`src/rtl/pwm_ramp_controller_if.sv`:
```
// Ramp-request channel between the configuration side and pwm_ramp_controller.
//   tgt_valid     requester -> controller  new ramp request present
//   tgt_ready     controller -> requester  request taken when valid && ready
//   tgt_duty      requester -> controller  target duty (clamped to PERIOD by the controller)
//   tgt_step      requester -> controller  duty change per step, 0 = jump to target
//   tgt_interval  requester -> controller  PWM periods per step, 0 behaves as 1
// master: requester side, slave: controller side.
interface pwm_ramp_controller_if #(
    parameter int DUTY_W = 32,
    parameter int STEP_W = 8,
    parameter int INT_W  = 16
);
    logic              tgt_valid;
    logic              tgt_ready;
    logic [DUTY_W-1:0] tgt_duty;
    logic [STEP_W-1:0] tgt_step;
    logic [INT_W-1:0]  tgt_interval;

    modport master (
        output tgt_valid, tgt_duty, tgt_step, tgt_interval,
        input  tgt_ready
    );

    modport slave (
        input  tgt_valid, tgt_duty, tgt_step, tgt_interval,
        output tgt_ready
    );
endinterface

```
`src/rtl/pwm_ramp_controller.sv`:
```
// pwm_ramp_controller: ramps the duty_cycle fed to pwm_generator toward a requested
// target in programmable steps. duty_cycle only ever changes on the last clock of a
// PWM period, so the generator never sees a mid-period update.
// Ports:
//   clock         system clock, rising edge
//   reset_n       asynchronous reset, active high
//   tgt           ramp request channel (slave side of pwm_ramp_controller_if)
//   abort         stop an active ramp and hold the current duty
//   duty_cycle    registered duty to pwm_generator
//   period_start  one-clock pulse on the first clock of each PWM period
//   busy          ramp in progress
//   done          one-clock pulse when duty_cycle has reached the target
//
// state | meaning
// IDLE  | waiting for a request, tgt_ready high
// RAMP  | stepping duty_cycle toward target on period boundaries
// DONE  | target reached, done pulses for one clock
module pwm_ramp_controller #(
    parameter int DUTY_W = 32,
    parameter int PERIOD = 256,
    parameter int STEP_W = 8,
    parameter int INT_W  = 16
) (
    input  logic                 clock,
    input  logic                 reset_n,
    pwm_ramp_controller_if.slave tgt,
    input  logic                 abort,
    output logic [DUTY_W-1:0]    duty_cycle,
    output logic                 period_start,
    output logic                 busy,
    output logic                 done
);
    localparam int                CNT_W    = (PERIOD > 1) ? $clog2(PERIOD) : 1;
    localparam int                DIFF_W   = DUTY_W + 1;
    localparam logic [CNT_W-1:0]  CNT_LAST = CNT_W'(PERIOD - 1);
    localparam logic [DUTY_W-1:0] DUTY_MAX = DUTY_W'(PERIOD);
    localparam logic [INT_W-1:0]  IVL_ONE  = INT_W'(1);

    typedef enum logic [1:0] {
        IDLE = 2'd0,
        RAMP = 2'd1,
        DONE = 2'd2
    } state_t;

    state_t            state_q, state_d;
    logic [CNT_W-1:0]  cnt_q, cnt_d;
    logic              period_start_q, period_start_d;
    logic [DUTY_W-1:0] duty_q, duty_d;
    logic [DUTY_W-1:0] tgt_q, tgt_d;
    logic [STEP_W-1:0] step_q, step_d;
    logic [INT_W-1:0]  ivl_q, ivl_d;
    logic [INT_W-1:0]  icnt_q, icnt_d;

    logic              boundary;
    logic              accept;
    logic [DUTY_W-1:0] tgt_clamped;
    logic [INT_W-1:0]  ivl_req;
    logic              tgt_above;
    logic [DIFF_W-1:0] diff;
    logic [DIFF_W-1:0] step_ext;
    logic [DIFF_W-1:0] delta;
    logic [DUTY_W-1:0] duty_next;

    assign boundary = (cnt_q == CNT_LAST);
    assign accept   = (state_q == IDLE) && tgt.tgt_valid;

    assign tgt_clamped = (tgt.tgt_duty > DUTY_MAX) ? DUTY_MAX : tgt.tgt_duty;
    assign ivl_req     = (tgt.tgt_interval == '0) ? IVL_ONE : tgt.tgt_interval;

    // Distance to target is taken one bit wider than duty so the subtraction can never
    // wrap; the step is limited to that distance, which rules out overshoot.
    assign tgt_above = (tgt_q > duty_q);
    assign diff      = tgt_above ? ({1'b0, tgt_q} - {1'b0, duty_q})
                                 : ({1'b0, duty_q} - {1'b0, tgt_q});
    assign step_ext  = DIFF_W'(step_q);
    assign delta     = (step_ext < diff) ? step_ext : diff;

    always_comb begin
        duty_next = tgt_q;
        if (step_q != '0) begin
            if (tgt_above) begin
                duty_next = DUTY_W'({1'b0, duty_q} + delta);
            end else begin
                duty_next = DUTY_W'({1'b0, duty_q} - delta);
            end
        end
    end

    always_comb begin
        state_d        = state_q;
        cnt_d          = boundary ? '0 : cnt_q + 1'b1;
        period_start_d = boundary;
        duty_d         = duty_q;
        tgt_d          = tgt_q;
        step_d         = step_q;
        ivl_d          = ivl_q;
        icnt_d         = icnt_q;

        unique case (state_q)
            IDLE: begin
                // abort is ignored here, so a request arriving alongside it is taken.
                if (accept) begin
                    tgt_d   = tgt_clamped;
                    step_d  = tgt.tgt_step;
                    ivl_d   = ivl_req;
                    icnt_d  = ivl_req;
                    state_d = (tgt_clamped == duty_q) ? DONE : RAMP;
                end
            end
            RAMP: begin
                // abort takes priority over a step landing on the same boundary.
                if (abort) begin
                    state_d = IDLE;
                end else if (boundary) begin
                    if (icnt_q > IVL_ONE) begin
                        icnt_d = icnt_q - 1'b1;
                    end else begin
                        icnt_d = ivl_q;
                        duty_d = duty_next;
                        if (duty_next == tgt_q) begin
                            state_d = DONE;
                        end
                    end
                end
            end
            DONE: begin
                state_d = IDLE;
            end
            default: begin
                state_d = IDLE;
            end
        endcase
    end

    always_ff @(posedge clock or posedge reset_n) begin
        if (reset_n) begin
            state_q        <= IDLE;
            cnt_q          <= '0;
            period_start_q <= 1'b0;
            duty_q         <= '0;
            tgt_q          <= '0;
            step_q         <= '0;
            ivl_q          <= IVL_ONE;
            icnt_q         <= IVL_ONE;
        end else begin
            state_q        <= state_d;
            cnt_q          <= cnt_d;
            period_start_q <= period_start_d;
            duty_q         <= duty_d;
            tgt_q          <= tgt_d;
            step_q         <= step_d;
            ivl_q          <= ivl_d;
            icnt_q         <= icnt_d;
        end
    end

    assign tgt.tgt_ready = (state_q == IDLE);
    assign busy          = (state_q == RAMP);
    assign done          = (state_q == DONE);
    assign duty_cycle    = duty_q;
    assign period_start  = period_start_q;
endmodule

```
`src/flat_wrapper.sv`:
```
// flat-port wrapper written by rule: the top's interface ports become plain ports
module pwm_ramp_controller_flat 
#(
    parameter int DUTY_W = 32,
    parameter int PERIOD = 256,
    parameter int STEP_W = 8,
    parameter int INT_W  = 16
)
  (clock, reset_n, abort, duty_cycle, period_start, busy, done, tgt_tgt_valid, tgt_tgt_duty, tgt_tgt_step, tgt_tgt_interval, tgt_tgt_ready);
  pwm_ramp_controller_if #(.DUTY_W(DUTY_W), .STEP_W(STEP_W), .INT_W(INT_W)) tgt_i ();
  input  logic clock;
  input  logic reset_n;
  input  logic abort;
  output logic [DUTY_W-1:0] duty_cycle;
  output logic period_start;
  output logic busy;
  output logic done;
  input wire logic [$bits(tgt_i.tgt_valid)-1:0] tgt_tgt_valid;
  input wire logic [$bits(tgt_i.tgt_duty)-1:0] tgt_tgt_duty;
  input wire logic [$bits(tgt_i.tgt_step)-1:0] tgt_tgt_step;
  input wire logic [$bits(tgt_i.tgt_interval)-1:0] tgt_tgt_interval;
  output wire logic [$bits(tgt_i.tgt_ready)-1:0] tgt_tgt_ready;
  assign tgt_i.tgt_valid = tgt_tgt_valid;
  assign tgt_i.tgt_duty = tgt_tgt_duty;
  assign tgt_i.tgt_step = tgt_tgt_step;
  assign tgt_i.tgt_interval = tgt_tgt_interval;
  assign tgt_tgt_ready = tgt_i.tgt_ready;
  pwm_ramp_controller #(.DUTY_W(DUTY_W), .PERIOD(PERIOD), .STEP_W(STEP_W), .INT_W(INT_W)) u_core (.clock(clock), .reset_n(reset_n), .tgt(tgt_i), .abort(abort), .duty_cycle(duty_cycle), .period_start(period_start), .busy(busy), .done(done));
endmodule
```
`config.mk`:
```
export PLATFORM = sky130hd
export DESIGN_NAME = pwm_ramp_controller_flat
export DESIGN_NICKNAME = d
export VERILOG_FILES = /design/src/rtl/pwm_ramp_controller_if.sv /design/src/rtl/pwm_ramp_controller.sv /design/src/flat_wrapper.sv
export SDC_FILE = /design/constraint.sdc
export NUM_CORES = 1
export LEC_CHECK = 0
export BUFFER_PORTS_ARGS = -buffer_cell sky130_fd_sc_hd__buf_2
export CORE_MARGIN = 5
export CORE_UTILIZATION = 65
export DETAILED_ROUTE_END_ITERATION = 7
export HOLD_SLACK_MARGIN = 0.05
export PLACE_DENSITY = 0.84
export SYNTH_ARGS = -nofsm -noshare
export SYNTH_HDL_FRONTEND = slang
export SYNTH_SLANG_ARGS = --single-unit
```
`constraint.sdc`:
```
create_clock -name clock -period 26.9 [get_ports clock]
set_input_delay 1.345 -clock clock [delete_from_list [all_inputs] [get_ports clock]]
set_output_delay 1.345 -clock clock [all_outputs]
set_load 0.01 [all_outputs]
```
After elaboration in Yosys (flattened, before gate mapping). Cells that the tools add are included.

Add/sub/neg operators: 6. Magnitude comparators: 4. Eq/ne operators: 11. Mux-type cells: 19. Bitwise operators: 2. Reductions and logical operators: 9.

Operators by type and width (count): $mux W32 (4); $mux W16 (5); $sub A32 B32 Y33 (2); $eq A32 B32 Y1 (2); $lt A8 B33 Y1 (1); $mux W33 (1); $add A32 B32 Y32 (1); $gt A32 B32 Y1 (1); $gt A32 B9 Y1 const B (1); $pmux W16 S2 (1); $sub A32 B32 Y32 (1); $gt A16 B1 Y1 const B (1); $logic_not A16 Y1 (1); $sub A16 B1 Y16 const B (1); $mux W2 (6); $reduce_and A4 Y1 (3); $add A8 B1 Y8 const B (1); $eq A8 B8 Y1 const B (1); $mux W8 (1); $reduce_bool A8 Y1 (1); $ne A3 B2 Y1 const B (2); $ne A2 B1 Y1 const B (2); $pmux W2 S2 (1); $ne A3 B3 Y1 const B (1); other kinds (8) (9).

Flip-flop bits (word level): 115. Bits of input ports: 60. Output and inout port bits: 36. Logic and storage cells: 59.

Logic depth before layout (Yosys ltp). Gate-level depths: netlist of run 1.

Depth in word-level cells: 13. Gate-level depth with buffers: 49. Depth with buffers taken out: 43.

Least setup slack after synthesis of run 1. Ideal clock, no wire load.

Kind: reg2reg. Start point: register u_core.duty_q[1] (netlist: u_core.duty_cycle[1]). End point: register u_core.state_q[1]. Setup time: 0.069 ns. Arrival time: 8.929 ns. Data required time: 26.831 ns. Setup slack: 17.902 ns. Stages on the path, launching flop included: 45. Path buffers: 3. Period minus slack after synthesis: 8.998 ns. Cells stage by stage: dfrtp_1 -> inv_1 -> ha_1 -> nor2b_1 -> o21bai_4 -> a211oi_4 -> nor2_2 -> o311a_1 -> a21oi_4 -> buf_6 -> buf_12 -> mux2i_1 -> xor2_1 -> ha_1 -> a21oi_1 -> o21ai_0 -> a31oi_1 -> a31oi_1 -> [... 9 more ...] -> ha_1 -> a21oi_1 -> xor2_1 -> ha_1 -> a21o_1 -> a21o_1 -> a2111oi_0 -> nor3_1 -> nor2_1 -> o21ai_0 -> o211ai_1 -> a21oi_1 -> o21a_1 -> o41ai_1 -> nor2_1 -> mux2_2 -> or3_1 -> nand3_1.

Cells in the longest elaborated chain, start to end: 10. Elaborated cells on any way between the ends: 17. Those cells by class: add/sub (4); order compare (2); eq/ne (3); mux (7); reduce/logical (1).

RTL lines: from (decl) (line pwm_ramp_controller.sv:48) `logic [DUTY_W-1:0] duty_q, duty_d;`; from (signal assigned) (line pwm_ramp_controller.sv:149) `duty_q <= duty_d;`; $sub A32 B32 Y33 (tied with other cells) (line pwm_ramp_controller.sv:74) `: ({1'b0, duty_q} - {1'b0, tgt_q});`; $mux W33 (line pwm_ramp_controller.sv:73) `assign diff = tgt_above ? ({1'b0, tgt_q} - {1'b0, duty_q})`; $lt A8 B33 Y1 (line pwm_ramp_controller.sv:76) `assign delta = (step_ext < diff) ? step_ext : diff;`; $mux W32 (line pwm_ramp_controller.sv:76); $sub A32 B32 Y32 or $add A32 B32 Y32 (tied branches) (line pwm_ramp_controller.sv:84, pwm_ramp_controller.sv:82); $mux W32 (line pwm_ramp_controller.sv:81) `if (tgt_above) begin`; $mux W32 (line pwm_ramp_controller.sv:80) `if (step_q != '0) begin`; $eq A32 B32 Y1 (line pwm_ramp_controller.sv:120) `if (duty_next == tgt_q) begin`; $ne A3 B2 Y1 (no source line); $reduce_and A4 Y1 (no source line); to (signal assigned) (line pwm_ramp_controller.sv:146) `state_q <= state_d;`; to (decl) (line pwm_ramp_controller.sv:45) `state_t state_q, state_d;`.

Several ways; a longest one is shown, not always the timed one. The select of a mux whose other input is x is not followed. A chain may end at the register's enable or synchronous reset.

Worst setup path after layout of run 1.
Start point: register u_core.duty_q[28] (netlist: u_core.duty_cycle[28]). End point: register u_core.state_q[1].

Same word-level chain as after synthesis.

==> summary.txt, run 1 <==
CTS tree: done
Simple-Gate Fraction of Synth Area: 22.09%
Tmin final: 11.68 ns
Post_cts resized: 0
Htree depth: 4
Clock Tree Buf Depth: 2
Final Instance Area: 13580 sq um
Worst hold path type: reg2reg
Number of iterations in the first detailed-routing pass: 6
Pwr dens: 58.01 nW/um^2
Nets: 1851
Post-synth ARST share: 100.0%
WP data arrival: 12.05 ns
Worst-path clk slew: 0.07 ns
Final WL: 42550 microns
Register area: 2880 sq um
Max-cap viol count: 0
P_int: 0.4509 mW
Clock Sink Count: 115
Fillers: 1528
Critical Path RT: 27.27 ns
Die width: 148.8 microns
Adder-cell share of the synthesized area: 11.07%
Clock network fraction of design power: 29.0%
Antenna Cells: 0
Area Growth Syn to Fin: 8.433%
Core area: 18830 sq um
Routed WL per cell: 21.77 microns
Die H: 148.8 microns
First-pass GRT wire length: 67370 microns
Slew Viols, Final: 0
Post-Layout Cell Count: 1955
Hold buffers post-CTS: 0
Mapped Nets: 1809
Worst-Margin Slew: 1.213 ns
Yosys warning count: 0
Largest family of logic cells by synthesized area: compound AO/OA/AOI/OAI gates
Initial Util: 66.50%
Main synth FF type: dfrtp_1
Clk root buf: clkbuf_16
Min setup slack post-route: 15.22 ns
F_max: 85.61 MHz
Post-route setup TNS: 0 ns
Startpoint class of the critical path: register
Routability Congestion: 1.042
Total GRT Usage: 38.25%
Initial DRC count: 1565
RSZ-0062 raised after global routing: false
Max IR drop VDD: 76.72 uV
CP max FO: 38
Slew HR: 19.11%
R2R Setup Slk: 15.22 ns
CP dominant cell by count: ha_1
Mean Syn Cell Area: 7.636 sq um
Mux cell area share after synthesis: 4.756%
Flops & latches, synth: 115
Cts bufs inserted: 17
Place WS: 15.76 ns
Gate Count Post-Synth: 1640
Psw: 0.3368 mW
Net Sw Frac: 42.75%
Synthesized area: 12520 sq um
Clock latency on the worst-skew pair: 0.44 ns
CP Class: reg2reg
Critical Path Slowest Stage Cell: o311ai_0
Clock Skews: 0.01480 ns
Hpwl dp: 32360 microns
Largest stage delay, worst path: 0.63 ns
Post-DP Area: 13000 sq um
Inst Count DP: 1923
Final Setup Violations: 0
Final hold violations: 0
Critical path capture point type: register
Synth Area in Compound Gates: 25.16%
Area of the multi-input gates: 8853 sq um
Boundary Pins: 96
Via count: 13200
Vias in the first global route: 12630
Post-CTS Setup Inserts: 0
Largest net degree at the start of global routing: 76
Post-synth EDFFs: 0
Share of layout cells above drive strength 1: 12.21%
Site Rows: 50
XOR/XNOR Fraction of Synth Area: 7.553%
Register area share after synthesis: 23.00%
Static Leak: 6.202 nW
PortBufs: 95
Sequential power share: 30.9%
Post-route ant nets: 0
DRC: 0
Gate power share: 40.1%
Status: finished, final reports clean
Initial antenna violation count: 0
Total grt overflow: 0
Drt via density: 6.750
Final worst path period share: 43.42%
Die area: 22140 sq um
Post-synth cell types: 91
[kinds of logic (layout without fill, tap and decap cells)]
| family | after synthesis | after routing |
|---|---|---|
| AOI/OAI and AO/OA | 490 | 490 |
| xor gates and xnor gates | 100 | 100 |
| adders and majority gates | 109 | 109 |
| buffers and inverters | 184 | 239 |
| DFF | 115 | 115 |
| muxes | 55 | 55 |
| and+or+nand+nor | 587 | 587 |
[area by class of cell]
| type | instances | share of cell area, % |
|---|---|---|
| Inverter | 102 | 2.838 |
| Tap cell | 260 | 2.396 |
| Clock buffer | 17 | 3.133 |
| Multi-Input combinational cell | 1341 | 65.20 |
| Clock inverter | 15 | 1.170 |
| Timing Repair Buffer | 105 | 4.054 |
| Sequential cell | 115 | 21.21 |
[through the flow]
step	util, %	power (mW)	hold WS (ns)
finish	72.11	0.7877	0.4772
global route	72.11	0.8298	0.4937
CTS	72.11	0.7775	0.4790
detailed placement	69.01	0.5467	0.4626
global placement	69.01	0.5375	0.4578
floorplan	-	0.4701	0.4460
[synth_stat cells, types with 6 or more instances]
cell         n  area [sq um]
a31oi_1     13         81.33
buf_4        6         45.04
inv_1      102         382.9
o21bai_1     7         52.55
buf_6        6         67.56
nand2b_1    15         93.84
a21o_1      28         210.2
or2_2       10         62.56
o22ai_1     10         62.56
a21oi_2     11         96.34
nor4_1      24         150.1
o221ai_1     8         70.07
nor2_1     169         634.4
o211ai_1    13         97.59
xor2_1      26         227.7
nand3_1     47         235.2
a211oi_1    28         210.2
o2111ai_1    6         52.55
o21ai_0    102         510.5
nor3_1      41         205.2
and2_1      10         62.56
mux2_4       7         105.1
and3_1      12         75.07
ha_1       106          1326
nand2_1    184         690.7
or3_1        9         56.30
mux2i_1     40         400.4
dfrtp_1    113          2828
buf_2       18         90.09
a21oi_1    170         850.8
clkbuf_1    49         183.9
o31ai_1     12         90.09
nor2b_1      8         50.05
xnor2_1     68         595.6
nand4_1     27         168.9
o21a_1      20         150.1
mux2_2       8         90.09
[flip-flops by register name, summed over array words and instances (netlist names)]
name / flops
u_core.cnt_q: 8
u_core.duty_cycle: 32
u_core.icnt_q: 16
u_core.ivl_q: 16
u_core.period_start: 1
u_core.state_q: 2
u_core.step_q: 8
u_core.tgt_q: 32
[final timing paths]
check                                       from               endpoint  cells after the start
setup / recovery           u_core.duty_cycle[28]      u_core.state_q[1]                     42
hold / removal                   u_core.ivl_q[5]        u_core.ivl_q[5]                      2
setup reg to reg           u_core.duty_cycle[28]      u_core.state_q[1]                     42
hold reg to reg                  u_core.ivl_q[5]        u_core.ivl_q[5]                      2
max in group asynchronous                reset_n        u_core.cnt_q[5]                      3
min in group asynchronous                reset_n  u_core.duty_cycle[26]                      2
[power groups by stage]
stage / logic (mW) / clock network [mW] / registers, mW
floorplan: 0.239 / 0 / 0.231
global placement: 0.295 / 0 / 0.242
detailed placement: 0.303 / 0 / 0.243
CTS: 0.308 / 0.229 / 0.241
global route: 0.345 / 0.238 / 0.247
finish: 0.316 / 0.228 / 0.244
[layout by cell type (no fill, tap or decap), types with 7 or more instances in the layout]
cell type and count:
inv_1 101, mux2i_1 40, nand3_1 47, mux2_2 8, and2_1 9, mux2_4 7, a21oi_1 170, nand4_1 27
a211oi_1 28, buf_4 10, xnor2_1 68, and3_1 12, o21bai_1 7, ha_1 106, nor2_1 169, buf_2 95
nor3_1 40, a21o_1 28, a21oi_2 11, a31oi_1 13, o21ai_0 102, nor2b_1 8, or3_1 9, o31ai_1 12
o21a_1 20, nand2b_1 15, clkbuf_16 17, o211ai_1 13, nor4_1 24, dfrtp_1 113, or2_2 10, nand2_1 183
o22ai_1 10, xor2_1 26, o221ai_1 8
[routing by layer]
metal	part of all wire, %	track usage [%]	vias to the layer above
li1	-	-	5985
met1	39	50.07	6200
met2	45	60.17	836
met3	10	8.295	176
met4	5.4	18.90	0
met5	0	0	-
[critical path: cells and delay by family (launching register included)]
family | cells | cell delay (ns)
simple gates | 14 | 4.14
buf+inv | 4 | 0.87
flops | 1 | 0.46
xor+xnor | 3 | 0.77
fa+ha+maj | 4 | 1.29
mux | 1 | 0.28
compound gates | 16 | 3.78
Power figures use the tool's default switching activity.
==> run 2, diff against run 1 <==
--- a/config.mk
+++ b/config.mk
@@ -5,12 +5,13 @@
 export SDC_FILE = /design/constraint.sdc
 export NUM_CORES = 1
 export LEC_CHECK = 0
+export ABC_AREA = 1
 export BUFFER_PORTS_ARGS = -buffer_cell sky130_fd_sc_hd__buf_2
 export CORE_MARGIN = 5
-export CORE_UTILIZATION = 65
+export CORE_UTILIZATION = 63
 export DETAILED_ROUTE_END_ITERATION = 7
 export HOLD_SLACK_MARGIN = 0.05
-export PLACE_DENSITY = 0.84
+export PLACE_DENSITY = 0.82
 export SYNTH_ARGS = -nofsm -noshare
 export SYNTH_HDL_FRONTEND = slang
 export SYNTH_SLANG_ARGS = --single-unit
==> constraint.sdc (replaced) <==
create_clock -name clock -period 11.9 [get_ports clock]
set_input_delay 0.595 -clock clock [delete_from_list [all_inputs] [get_ports clock]]
set_output_delay 0.595 -clock clock [all_outputs]
set_load 0.01 [all_outputs]
==> run 2 against run 1 <==
Effect of this change: the run now ends with DRC left; largest cell class unchanged; hold slack lost 0.31 ns; core utilization shrank 3.1 points; count of clock-buffer cells in the layout is the same; clock power grew 140%; highest routed layer unchanged; power grew 140%; largest power group unchanged.
==> summary.txt, run 2 <==
Total GRT Usage: 39.39% (+1.1 points)
Die H: 157.7 microns (+6.0%)
Top cell family by delay on the critical path: simple AND/OR/NAND/NOR gates
Critical Path Slowest Stage Cell: nor2_1
Worst-Margin Slew: 1.334 ns (+0.1209 ns)
Slew Viols, Final: 0 (unchanged)
Post-CTS Setup Inserts: 0 (unchanged)
Total grt overflow: 0 (unchanged)
Via count: 16080 (+22%)
Total power draw: 1.920 mW (+140%)
Post-synth cell types: 51 (-44%)
Net Sw Frac: 45.12% (+2.4 points)
Synth cell count leaders: nand2_1, inv_1, nor2_1
Critical path depth: 57 (+36%)
Share of layout cells above drive strength 1: 8.179% (-4.0 points)
Initial Util: 63.40% (-3.1 points)
Vias in the first global route: 14900 (+18%)
F_max: 94.88 MHz (+11%)
Worst-path clk slew: 0.07 ns (about the same)
P_int: 1.054 mW (+130%)
Pwr dens: 128.3 nW/um^2 (+120%)
Post-route ant nets: 0 (unchanged)
Clock latency on the worst-skew pair: 0.44 ns (about the same)
R2R depth: 57 (+36%)
Synthesized area: 13750 sq um (+9.8%)
RSZ-0062 raised after global routing: false
FF-to-FF Start: u_core.duty_cycle[20]
Post_cts resized: 0 (unchanged)
CP Class: reg2reg
Area Growth Syn to Fin: 8.863%
Hold buffers post-CTS: 0 (unchanged)
Critical path capture point type: register
WP data arrival: 10.86 ns (-1.19 ns)
Cts bufs inserted: 17 (unchanged)
Main synth FF type: dfrtp_1
Worst R2R End: u_core.state_q[0]
Worst Setup EP: u_core.state_q[0]
Gate power share: 43.7% (+3.6 points)
Clk root buf: clkbuf_16
CP Buf/Inv Count: 5 (+1)
Clock Skews: 0.02185 ns (+0.007050 ns)
R2R Setup Slk: 1.36 ns (-13.86 ns)
Clock Tree Buf Depth: 2 (unchanged)
Clock Sink Count: 115 (unchanged)
Core area: 21690 sq um (+15%)
Routability Congestion: 1.033 (-0.88%)
Sequential power share: 27.6% (-3.3 points)
Worst hold path type: in2async
Psw: 0.8663 mW (+160%)
CP dominant cell by count: nand2_1
Drt via density: 5.926 (-12%)
Main area contributors after synthesis: nand2_1, dfrtp_1, inv_1
Startpoint class of the critical path: register
Top-area cell type share of the netlist area: 22.17% (-0.41 points)
Max-cap viol count: 0 (unchanged)
Die area: 24880 sq um (+12%)
Final worst path period share: 88.57% (+45 points)
Slew HR: 10.72% (-8.4 points)
Boundary Pins: 96 (unchanged)
CP startpoint: u_core.duty_cycle[20]
Final Setup Violations: 0 (unchanged)
PortBufs: 95 (unchanged)
Hpwl dp: 38550 microns (+19%)
CTS tree: done
Clock network fraction of design power: 28.8% (-0.2 points)
Antenna Cells: 0 (unchanged)
Site Rows: 54 (+8.0%)
Max IR drop VDD: 125.6 uV (+64%)
CP max FO: 47 (+24%)
Yosys warning count: 0 (unchanged)
Tmin final: 10.54 ns (-1.141 ns)
Status: finished, violations left
Post-synth EDFFs: 0 (unchanged)
Htree depth: 4 (unchanged)
Register area share after synthesis: 20.95% (-2.1 points)
Routed WL per cell: 18.14 microns (-17%)
DRC: 65 (+65)
Static Leak: 8.468 nW (+37%)
Commonest non-fill, non-tap cell in the layout: nand2_1
Failing checks: DRC
First-pass GRT wire length: 77260 microns (+15%)
Die width: 157.7 microns (+6.0%)
Post-synth ARST share: 100.0% (unchanged)
Flops & latches, synth: 115 (unchanged)
Final WL: 49220 microns (+16%)
Initial DRC count: 2072 (+32%)
Final hold violations: 0 (unchanged)
Most frequent cells in the layout: nand2_1, inv_1, nor2_1, nand3_1, o21ai_0
Largest net degree at the start of global routing: 84 (+11%)
Cell taking the most area after synthesis: nand2_1
Critical Path RT: 12.22 ns (-15.05 ns)
Gate Count Post-Synth: 2355 (+44%)
Number of iterations in the first detailed-routing pass: 8 (+2)
Initial antenna violation count: 0 (unchanged)
Largest stage delay, worst path: 0.99 ns (+0.36 ns)
Most numerous cell in the Yosys netlist: nand2_1
Area of the multi-input gates: 9110 sq um (+2.9%)
Mean Syn Cell Area: 5.838 sq um (-24%)
Register area: 2880 sq um (unchanged)
Post-route setup TNS: 0 ns (unchanged)
Nets: 2589 (+40%)
Fillers: 1935 (+27%)
Mapped Nets: 2524 (+40%)
[run 2: power groups by stage]
stage	combinational (mW)	clock, mW	sequential [mW]
finish	0.839	0.552	0.529
global route	0.932	0.572	0.536
CTS	0.813	0.551	0.525
detailed placement	0.803	0	0.530
global placement	0.782	0	0.529
floorplan	0.602	0	0.512
[run 2: kinds of logic (layout without fill, tap and decap cells)]
kind of cell	Yosys count	after routing	synth area share, %
buffers and inverters	454	532	12.85
adders and majority gates	109	109	10.08
AOI/OAI and AO/OA	299	299	12.15
xor gates and xnor gates	43	43	2.739
muxes	1	1	0.07280
and+or+nand+nor	1334	1334	41.16
DFF	115	115	20.95
[run 2: metrics by stage]
stage / worst slack, ns / instance area (sq um) / hold slack, ns / util [%] / std cells
5_1_grt: 0.9384 / 14970 / 0.2064 / 69.01 / 2713
2_1_floorplan: 4.809 / 13750 / 0.4331 / - / 2355
3_5_place_dp: 2.014 / 14360 / 0.4531 / 66.22 / 2681
6_report: 1.360 / 14970 / 0.1656 / 69.01 / 2713
4_1_cts: 1.860 / 14970 / 0.1774 / 69.01 / 2713
3_3_place_gp: 2.043 / 14360 / 0.4482 / 66.22 / 2681
[run 2: worst min-delay path by stage]
stage                          startpoint  cells after the start                    end
after CTS                         reset_n                      2  u_core.duty_cycle[27]
final                             reset_n                      2  u_core.duty_cycle[27]
after detailed placement  u_core.ivl_q[6]                      2        u_core.ivl_q[6]
after global routing              reset_n                      2  u_core.duty_cycle[27]
after global placement    u_core.cnt_q[0]                      1        u_core.cnt_q[0]
after floorplan           u_core.cnt_q[0]                      1        u_core.cnt_q[0]
[run 2: worst register-to-register path, delay by kind of cell (launching register included)]
family | cells | cell delay, ns
AO/OA/AOI/OAI | 7 | 1.50
flip-flops | 1 | 0.47
XOR/XNOR | 2 | 0.33
adder cells (fa/ha/maj) | 4 | 1.35
buffers and inverters | 5 | 1.10
AND/OR/NAND/NOR | 39 | 5.69
[run 2: metal layers]
| metal | vias to the layer above | global-route usage, % | wire [microns] |
|---|---|---|---|
| met3 | 259 | 7.627 | 5290 |
| met4 | 0 | 18.68 | 2819 |
| met1 | 7280 | 52.00 | 19490 |
| met5 | - | 0 | 0 |
| li1 | 7568 | - | - |
| met2 | 970 | 62.30 | 21620 |
[run 2: final cells by class]
| cell class | instances | area share (%) |
|---|---|---|
| multi-input cells | 1786 | 60.86 |
| clock inverters | 15 | 1.212 |
| flip-flops and latches | 115 | 19.24 |
| repair buffers | 101 | 3.477 |
| clock buffers | 17 | 2.842 |
| inverters | 399 | 10.02 |
| well taps | 280 | 2.341 |
